File: src/rtl/cache_pkg.sv
// cache_pkg
// Shared definitions for the cache miss/refill path: refill FSM state
// encoding, default tag/index widths and the number of byte beats per
// 32-bit line word.
package cache_pkg;

  localparam int TAG_W_DEF = 20;
  localparam int IDX_W_DEF = 10;
  localparam int BEATS     = 4;
  localparam int BEAT_W    = $clog2(BEATS);

  typedef enum logic [2:0] {
    ST_IDLE    = 3'd0,
    ST_RD_BYTE = 3'd1,
    ST_WR_BYTE = 3'd2,
    ST_FILL    = 3'd3,
    ST_ABORT   = 3'd4
  } refill_state_e;

endpackage

File: src/rtl/byte_lane_packer.sv
// byte_lane_packer
// Beat-indexed byte lane access on a 32-bit little-endian word.
//   i_ins_word/i_ins_beat/i_ins_byte -> o_ins_word : word with one byte replaced
//   i_ext_word/i_ext_beat            -> o_ext_byte : one byte extracted
// Purely combinational.
module byte_lane_packer
  import cache_pkg::*;
(
  input  logic [31:0]       i_ins_word,
  input  logic [BEAT_W-1:0] i_ins_beat,
  input  logic [7:0]        i_ins_byte,
  output logic [31:0]       o_ins_word,
  input  logic [31:0]       i_ext_word,
  input  logic [BEAT_W-1:0] i_ext_beat,
  output logic [7:0]        o_ext_byte
);

  always_comb begin
    o_ins_word = i_ins_word;
    o_ins_word[{i_ins_beat, 3'b000} +: 8] = i_ins_byte;
  end

  assign o_ext_byte = i_ext_word[{i_ext_beat, 3'b000} +: 8];

endmodule

File: src/rtl/miss_refill_unit.sv
// miss_refill_unit
// Serves one cache miss at a time by moving a 32-bit word over a byte-wide
// memory port in four beats, then writes the line into the cache.
//   clk, rst_n                        : clock, async active-low reset
//   miss_req/req_addr/req_write/req_wdata, req_ready : request handshake
//   mem_addr/mem_rd/mem_wr/mem_wdata, mem_rdata/mem_ack : byte memory port
//   fill_valid/fill_index/fill_tag/fill_data : cache line write (1-cycle)
//   err                               : 1-cycle pulse on beat timeout
//
// state      | meaning
// IDLE       | ready for a request
// RD_BYTE    | reading byte 'beat' from memory
// WR_BYTE    | writing byte 'beat' to memory
// FILL       | pulse fill_valid with the assembled/captured word
// ABORT      | pulse err after a beat timed out
module miss_refill_unit
  import cache_pkg::*;
#(
  parameter int TAG_W   = TAG_W_DEF,
  parameter int IDX_W   = IDX_W_DEF,
  parameter int TIMEOUT = 255
) (
  input  logic             clk,
  input  logic             rst_n,
  input  logic             miss_req,
  input  logic [31:0]      req_addr,
  input  logic             req_write,
  input  logic [31:0]      req_wdata,
  output logic             req_ready,
  output logic [31:0]      mem_addr,
  output logic             mem_rd,
  output logic             mem_wr,
  output logic [7:0]       mem_wdata,
  input  logic [7:0]       mem_rdata,
  input  logic             mem_ack,
  output logic             fill_valid,
  output logic [IDX_W-1:0] fill_index,
  output logic [TAG_W-1:0] fill_tag,
  output logic [31:0]      fill_data,
  output logic             err
);

  localparam int WAIT_W = (TIMEOUT < 2) ? 1 : $clog2(TIMEOUT);

  refill_state_e     r_state;
  logic [31:2]       r_base;
  logic              r_write;
  logic [31:0]       r_wdata;
  logic [31:0]       r_data;
  logic [BEAT_W-1:0] r_beat;
  logic [WAIT_W-1:0] r_wait;

  logic [BEAT_W-1:0] w_beat_nxt;
  logic [31:0]       w_data_ins;
  logic [7:0]        w_wbyte_nxt;

  assign w_beat_nxt = r_beat + 1'b1;
  assign req_ready  = (r_state == ST_IDLE);

  byte_lane_packer u_packer (
    .i_ins_word (r_data),
    .i_ins_beat (r_beat),
    .i_ins_byte (mem_rdata),
    .o_ins_word (w_data_ins),
    .i_ext_word (r_wdata),
    .i_ext_beat (w_beat_nxt),
    .o_ext_byte (w_wbyte_nxt)
  );

  always_ff @(posedge clk or negedge rst_n) begin
    if (!rst_n) begin
      r_state    <= ST_IDLE;
      r_base     <= '0;
      r_write    <= 1'b0;
      r_wdata    <= '0;
      r_data     <= '0;
      r_beat     <= '0;
      r_wait     <= '0;
      mem_addr   <= '0;
      mem_rd     <= 1'b0;
      mem_wr     <= 1'b0;
      mem_wdata  <= '0;
      fill_valid <= 1'b0;
      fill_index <= '0;
      fill_tag   <= '0;
      fill_data  <= '0;
      err        <= 1'b0;
    end else begin
      fill_valid <= 1'b0;
      err        <= 1'b0;
      case (r_state)
        ST_IDLE: begin
          if (miss_req) begin
            r_base    <= req_addr[31:2];
            r_write   <= req_write;
            r_wdata   <= req_wdata;
            r_beat    <= '0;
            r_wait    <= '0;
            mem_addr  <= {req_addr[31:2], 2'b00};
            mem_rd    <= ~req_write;
            mem_wr    <= req_write;
            mem_wdata <= req_write ? req_wdata[7:0] : 8'h00;
            r_state   <= req_write ? ST_WR_BYTE : ST_RD_BYTE;
          end
        end
        ST_RD_BYTE, ST_WR_BYTE: begin
          if (mem_ack) begin
            r_wait <= '0;
            if (r_state == ST_RD_BYTE) r_data <= w_data_ins;
            if (r_beat == BEAT_W'(BEATS - 1)) begin
              mem_rd    <= 1'b0;
              mem_wr    <= 1'b0;
              mem_wdata <= '0;
              r_beat    <= '0;
              r_state   <= ST_FILL;
            end else begin
              r_beat   <= w_beat_nxt;
              mem_addr <= {r_base, w_beat_nxt};
              if (r_state == ST_WR_BYTE) mem_wdata <= w_wbyte_nxt;
            end
          end else if (r_wait == WAIT_W'(TIMEOUT - 1)) begin
            mem_rd    <= 1'b0;
            mem_wr    <= 1'b0;
            mem_wdata <= '0;
            r_wait    <= '0;
            r_beat    <= '0;
            r_state   <= ST_ABORT;
          end else begin
            r_wait <= r_wait + 1'b1;
          end
        end
        ST_FILL: begin
          fill_valid <= 1'b1;
          fill_tag   <= r_base[31 -: TAG_W];
          fill_index <= r_base[2 +: IDX_W];
          fill_data  <= r_write ? r_wdata : r_data;
          r_state    <= ST_IDLE;
        end
        ST_ABORT: begin
          err     <= 1'b1;
          r_state <= ST_IDLE;
        end
        default: r_state <= ST_IDLE;
      endcase
    end
  end

endmodule

File: config.mk
export PLATFORM = sky130hd
export DESIGN_NAME = miss_refill_unit
export DESIGN_NICKNAME = d
export VERILOG_FILES = /design/src/rtl/cache_pkg.sv /design/src/rtl/byte_lane_packer.sv /design/src/rtl/miss_refill_unit.sv
export SDC_FILE = /design/constraint.sdc
export NUM_CORES = 1
export LEC_CHECK = 0
export ABC_CLOCK_PERIOD_IN_PS = 5100
export CAP_MARGIN = 40
export CORE_ASPECT_RATIO = 0.7
export CORE_MARGIN = 2
export CORE_UTILIZATION = 52
export CTS_CLUSTER_SIZE = 10
export DETAILED_ROUTE_END_ITERATION = 10
export PLACE_DENSITY = 0.85
export SYNTH_ARGS = -nofsm -noshare
export SYNTH_HDL_FRONTEND = slang
export SYNTH_SLANG_ARGS = --single-unit
File: constraint.sdc
create_clock -name clk -period 5.1 [get_ports clk]
set_input_delay 0.765 -clock clk [delete_from_list [all_inputs] [get_ports clk]]
set_output_delay 0.765 -clock clk [all_outputs]
set_load 0.02 [all_outputs]
After elaboration in Yosys (flattened, before gate mapping)
Index checks and enable logic that the tools add are counted.
Operators by class
  bitwise logic cells: 1
  reductions and logical operators: 11
  add/subtract/negate cells: 3
  eq/ne operators: 12
  shift-type cells: 3
  multiplexer cells: 37
Operators by type and width (count)
  32-bit 2-to-1 mux: 4
  8-bit 2-to-1 mux: 9
  32-bit case mux with 2 select lines: 1
  32-bit bitwise mux: 1
  8-bit case mux with 2 select lines: 2
  8-bit by 7-bit variable shift with 32-bit output, first input constant: 1
  32-bit by 6-bit indexed part select with 8-bit output: 1
  8-bit by 7-bit indexed part select with 32-bit output: 1
  3-bit 2-to-1 mux: 4
  4-bit AND reduction: 3
  2-bit 2-to-1 mux: 5
  3-bit AND reduction: 3
  8-bit by 1-bit adder with 8-bit output, second input constant: 1
  8-bit == test, second input constant: 1
  1-bit 2-to-1 mux: 7
  5-bit negator with 7-bit output: 1
  3-bit by 2-bit == test with 1-bit output, second input constant: 2
  2-bit inequality test, second input constant: 3
  3-bit inequality test, second input constant: 2
  3-bit case mux with 2 select lines: 1
  4-bit inequality test, second input constant: 1
  1-bit case mux with 2 select lines: 2
  2-bit case mux with 2 select lines: 1
  2-bit AND reduction: 2
  other kinds (8): 8
Storage, ports and cells
  bits in registers: 214
  output and inout bits: 107
  bits of input ports: 77

Depth between registers and ports, before layout
  depth after elaboration: 6
  gate-level depth with buffers: 7

By module
A second synthesis with hierarchy kept.
Second synthesis, totals
  cells, all modules: 872
  area total of the unflattened synthesis: 9689.3 sq um
Modules (own cells, without submodules)
  miss_refill_unit: cells an instance 759, times used 1, area an instance 8861.0 sq um
  byte_lane_packer: cells an instance 113, times used 1, area an instance 828.3 sq um

Worst setup path before layout
No wires, ideal clock.
  path kind: register -> register
  start point: reg r_beat[0]
  end point: reg mem_wdata[2]
  buffers on the path: 2
  arrival: 2.239 ns
  clock period less this slack: 2.363 ns
  cell stages (with the launch flop): 8
  slack: 2.737 ns
  cells stage by stage: dfrtp_1 -> buf_4 -> inv_1 -> ha_1 -> clkbuf_1 -> mux4_2 -> a22o_1 -> mux2_2
On the way
  cells in the longest elaborated chain, start to end: 6
  elaborated cells on any way between the ends: 9
RTL lines
  start: declaration: RTL line miss_refill_unit.sv:50  | logic [BEAT_W-1:0] r_beat;
  start signal: assignment: RTL line miss_refill_unit.sv:117  | r_beat <= w_beat_nxt;
  2-bit by 1-bit adder with 2-bit output: RTL line miss_refill_unit.sv:57  | assign w_beat_nxt = r_beat + 1'b1;
  32-bit by 6-bit indexed part select with 8-bit output: RTL line byte_lane_packer.sv:23  | assign o_ext_byte = i_ext_word[{i_ext_beat, 3'b000} +: 8];
  8-bit 2-to-1 mux: RTL line miss_refill_unit.sv:119  | if (r_state == ST_WR_BYTE) mem_wdata <= w_wbyte_nxt;
  8-bit 2-to-1 mux: RTL line miss_refill_unit.sv:110  | if (r_beat == BEAT_W'(BEATS - 1)) begin
  8-bit 2-to-1 mux: RTL line miss_refill_unit.sv:107  | if (mem_ack) begin
  8-bit case mux with 2 select lines: RTL line miss_refill_unit.sv:91  | case (r_state)
  end signal: assignment: RTL line miss_refill_unit.sv:102  | mem_wdata <= req_write ? req_wdata[7:0] : 8'h00;
  end signal: assignment: RTL line miss_refill_unit.sv:119
  end: declaration: RTL line miss_refill_unit.sv:33  | output logic [7:0] mem_wdata,
Several ways; a longest one is shown, not always the timed one. The select of a mux whose other input is x is not followed.
A chain may end at the register's enable or synchronous reset.

Worst setup path in the final report
  start point: reg r_state[1]
  end point: out req_ready
On the way
  cells in the longest elaborated chain, start to end: 1
RTL lines
  start: declaration: RTL line miss_refill_unit.sv:45  | refill_state_e r_state;
  start signal: assignment: RTL line miss_refill_unit.sv:103  | r_state <= req_write ? ST_WR_BYTE : ST_RD_BYTE;
  3-bit logical NOT: RTL line miss_refill_unit.sv:58  | assign req_ready = (r_state == ST_IDLE);
  end: declaration: RTL line miss_refill_unit.sv:29  | output logic req_ready,
Every way passes these cells.

==> metrics list <==
- Total Wirelength: 25,100 um
- around 180 I/O pins were placed.
- Average wire per cell in the routed design: around 18 um
- The slowest stage of the critical path is the sky130_fd_sc_hd__clkdlybuf4s50_1 cell.
* Critical path class: reg -> out
- Chip height: between 100 and 150 um
- At the worst endpoint, the required time is ~4.3 ns.
- Clock-pin slew was measured on the worst setup and hold paths at 0.05 ns.
- Of the cells placed in the final design, the portion with a size suffix greater than 1 is under 10%.
* First-pass GRT wire length: ~40,000 um
- In this run the remaining antenna-violating nets after routing total 0.
- Die Footprint: 18,800 um^2
- Layout fillers: roughly 1,300
- In this run the standard cell core region covers roughly 17,000 um^2.
* All-layer global routing usage: around 27%
* Number of maximum-capacitance constraint violations: 0
- Pin count of the biggest net entering global routing: about 110
- Setup violations remaining at the end of the flow were counted as 0.
- Netlist Area Pre-Place: 9200 um^2
* # clock sinks: ~210
- After synthesis, flip-flops and latches occupy about three fifths of the total area.
- Net Count, Synth: ~1,100
* Outcome: finished clean
- Dividing the synthesized area by the synthesized cell count gives roughly 9.4 um^2.
- The initial antenna violation count was 0.
- Summed over all cells, the static leakage comes to roughly 5.6 nW.
- Clock latency reported for the late side of the worst-skew pair: about 0.5 ns
- At the end of routability-driven placement, the weighted congestion stood at 0.872.
* Post-detailed-route via-to-cell ratio: 5.52
- Count of buffering cells on the critical path with inverters included: 1
- Setup repair after global routing left no endpoint under its margin.
- For this run, asynchronously set or reset flops after synthesis account for between 90% and 100%.
* Hold slack final: approximately 0.32 ns
- Period minus WS final: between 3 and 4 ns
- The kind of cell with the highest combined delay along the critical path is buffers and inverters.
- Clock tree synthesis selected as its root buffer the cell sky130_fd_sc_hd__clkbuf_16.
- Counting the buffers created by CTS gives 25.
- Number of setup buffers added after CTS: 0
- The number of antenna diodes in the final layout is 0.
- Number of library cell types mapped by synthesis: between 40 and 50
- After global routing the overflow that remains totals 0.
- Total number of yosys warnings: 0
- Pre-Repair DR Iteration Count: 8
- Nature of the critical path endpoint: output port
- Element type at the critical path start: register
- Total power density per cell area: roughly 700 nW/um^2
* Number of remaining DRC errors: 0
* Setup TNS: 0 ns
- Once detailed placement completed, the half-perimeter wirelength came to 17,100 um.
- Synthesis-to-layout area growth: 29.4%
- At the end of the flow, the number of nets in the layout was 1,232.
* Starting utilization of the core area: between 50% and 60%
- Delay contributed by the slowest stage of the critical path: 0.73 ns
* Post-synthesis cell count: 981
- The number of endpoints with negative hold slack in the final report is 0.
- In this run the core area contains 40 standard-cell rows.
- Slew @ Worst Pin: 0.900 ns
- Walking the worst path, the cells encountered are nor3_1, clkdlybuf4s50_1.
- Counting flops and latches in the post-synthesis netlist gives 214.
* Peak clock frequency supported by timing: 321 MHz
- For the final database, setup skew stands at ~0.016 ns.
* Number of max-slew violations in the final report: 0
- HP Class: in -> async
- TritonCTS built the clock tree.
* Post-cts repair resize count: 0
* Post-route fraction of the period consumed by the critical path: roughly 60%
- Max FO, Critical Path: 9
* CTS max path bufs: 3
- For this block, the via count after detailed routing is 7,610.
- The floorplan step set the die width to between 150 and 200 um.
- Yosys mapped a number of flops with a built-in enable equal to 0.
- The via count of the first global-routing pass is 7,393.
- Violation count after the first detailed-route iteration: 682
- VDD sags by at most just over 0.4 mV.
- Headroom to the max-slew limit came out at between 40% and 50%.
- After clock tree synthesis, the flow added hold-fix buffers numbering 0.
- Data on the critical path arrives at its endpoint at about 2.4 ns.
- Input and output buffers added on the ports amount to 181.
- CTS built an H-tree with a depth of 1.
- Dominant synthesized flop cell: sky130_fd_sc_hd__dfrtp_1
## worst reg2reg max path: stages (launching register included)
cell and delay [ns]:
sky130_fd_sc_hd__dfrtp_1 0.88, sky130_fd_sc_hd__inv_1 0.32, sky130_fd_sc_hd__ha_1 0.74, sky130_fd_sc_hd__nor3b_2 0.68, sky130_fd_sc_hd__nand2_1 0.12, sky130_fd_sc_hd__o21ai_0 0.20
## power by group
group,switching [mW],internal [mW],total [mW]
registers,0.558,2.41,2.97
clock network,0.631,0.913,1.54
logic,2.30,1.62,3.92
total,3.49,4.94,8.43
## synthesized netlist by cell type (3+ instances only)
library cell,instances,area (um^2)
sky130_fd_sc_hd__inv_1,9,33.8
sky130_fd_sc_hd__a21o_1,3,22.5
sky130_fd_sc_hd__dfrtp_1,214,5360
sky130_fd_sc_hd__nand3_1,5,25.0
sky130_fd_sc_hd__buf_2,17,85.1
sky130_fd_sc_hd__o21ai_0,69,345
sky130_fd_sc_hd__mux4_2,8,180
sky130_fd_sc_hd__nor3_1,6,30.0
sky130_fd_sc_hd__buf_1,3,11.3
sky130_fd_sc_hd__a21oi_1,5,25.0
sky130_fd_sc_hd__mux2i_1,33,330
sky130_fd_sc_hd__ha_1,8,100
sky130_fd_sc_hd__nand2_1,446,1670
sky130_fd_sc_hd__clkbuf_1,34,128
sky130_fd_sc_hd__a31oi_1,34,213
sky130_fd_sc_hd__nor2_1,33,124
sky130_fd_sc_hd__a22o_1,11,96.3
sky130_fd_sc_hd__mux2_2,9,101
sky130_fd_sc_hd__a32o_1,3,30.0
## final cells by class
cell class / instances / area (um^2) / share of cell area (%)
well taps: 231 / 289 / 2.43
clock buffers: 27 / 633 / 5.32
multi-input cells: 702 / 3600 / 30.2
flip-flops and latches: 214 / 5360 / 45.0
repair buffers: 195 / 1960 / 16.5
clock inverters: 1 / 30.0 / 0.252
inverters: 9 / 33.8 / 0.284
## stage by stage
step	setup slack, ns	util [%]	instances	cell area (um^2)	total power, mW
floorplan	2.74	-	981	9200	5.29
global placement	2.00	64.9	1346	11200	6.69
detailed placement	1.85	65.2	1350	11200	6.88
CTS	1.96	69.1	1378	11900	8.45
global route	1.79	69.1	1379	11900	8.97
finish	1.99	69.1	1379	11900	8.43
## sequential cells by signal (all words and copies together), names as in the netlist, 2 cells and up
register,count
fill_index,10
r_state,3
r_wdata,32
mem_wdata,8
fill_tag,20
mem_addr,32
r_wait,8
r_data,32
r_beat,2
fill_data,32
r_base,30
## cell usage in the layout (no fill, tap or decap), types with 3 or more instances in the layout
master and n:
sky130_fd_sc_hd__o21ai_0 69, sky130_fd_sc_hd__a22o_1 11, sky130_fd_sc_hd__mux4_2 8, sky130_fd_sc_hd__nand2_1 445
sky130_fd_sc_hd__clkdlybuf4s50_1 180, sky130_fd_sc_hd__inv_1 9, sky130_fd_sc_hd__a32o_1 3, sky130_fd_sc_hd__a21oi_1 5
sky130_fd_sc_hd__buf_4 9, sky130_fd_sc_hd__a21o_1 3, sky130_fd_sc_hd__a31oi_1 34, sky130_fd_sc_hd__nor3_1 6
sky130_fd_sc_hd__ha_1 8, sky130_fd_sc_hd__nand3_1 4, sky130_fd_sc_hd__mux2_2 9, sky130_fd_sc_hd__mux2i_1 33
sky130_fd_sc_hd__clkbuf_16 25, sky130_fd_sc_hd__nor2_1 32, sky130_fd_sc_hd__dfrtp_1 214
## routing by layer
layer	track usage [%]	part of all wire, %	wire, um	vias up
li1	-	-	-	3537
met1	41.7	45	11300	3705
met2	40.1	44	11100	320
met3	5.16	8.2	2060	48
met4	7.14	2.5	626	0
met5	0	0	0	-
## path summary, 6_finish.rpt
check | startpoint | endpoint | slack [ns] | depth (start not counted)
worst max-delay path | r_state[1] | req_ready | 1.99 | 2
worst min-delay path | rst_n | fill_tag[5] | 0.32 | 1
worst max register to register | r_beat[0] | r_data[17] | 2.05 | 5
worst min register to register | fill_tag[14] | fill_tag[14] | 0.47 | 2
max in group asynchronous | rst_n | fill_data[24] | 3.71 | 2
min in group clk | fill_tag[14] | fill_tag[14] | 0.47 | 2
## cell families (layout without fill, tap and decap cells)
group | after synthesis | count (layout) | synth area share (%)
simple gates | 509 | 509 | 21.8
mux | 51 | 51 | 6.77
compound gates | 132 | 132 | 8.90
buf+inv | 65 | 232 | 3.01
fa+ha+maj | 8 | 8 | 1.09
flops | 214 | 214 | 58.2
xor+xnor | 2 | 2 | 0.190
No activity file was read; power rests on OpenSTA's default activity.
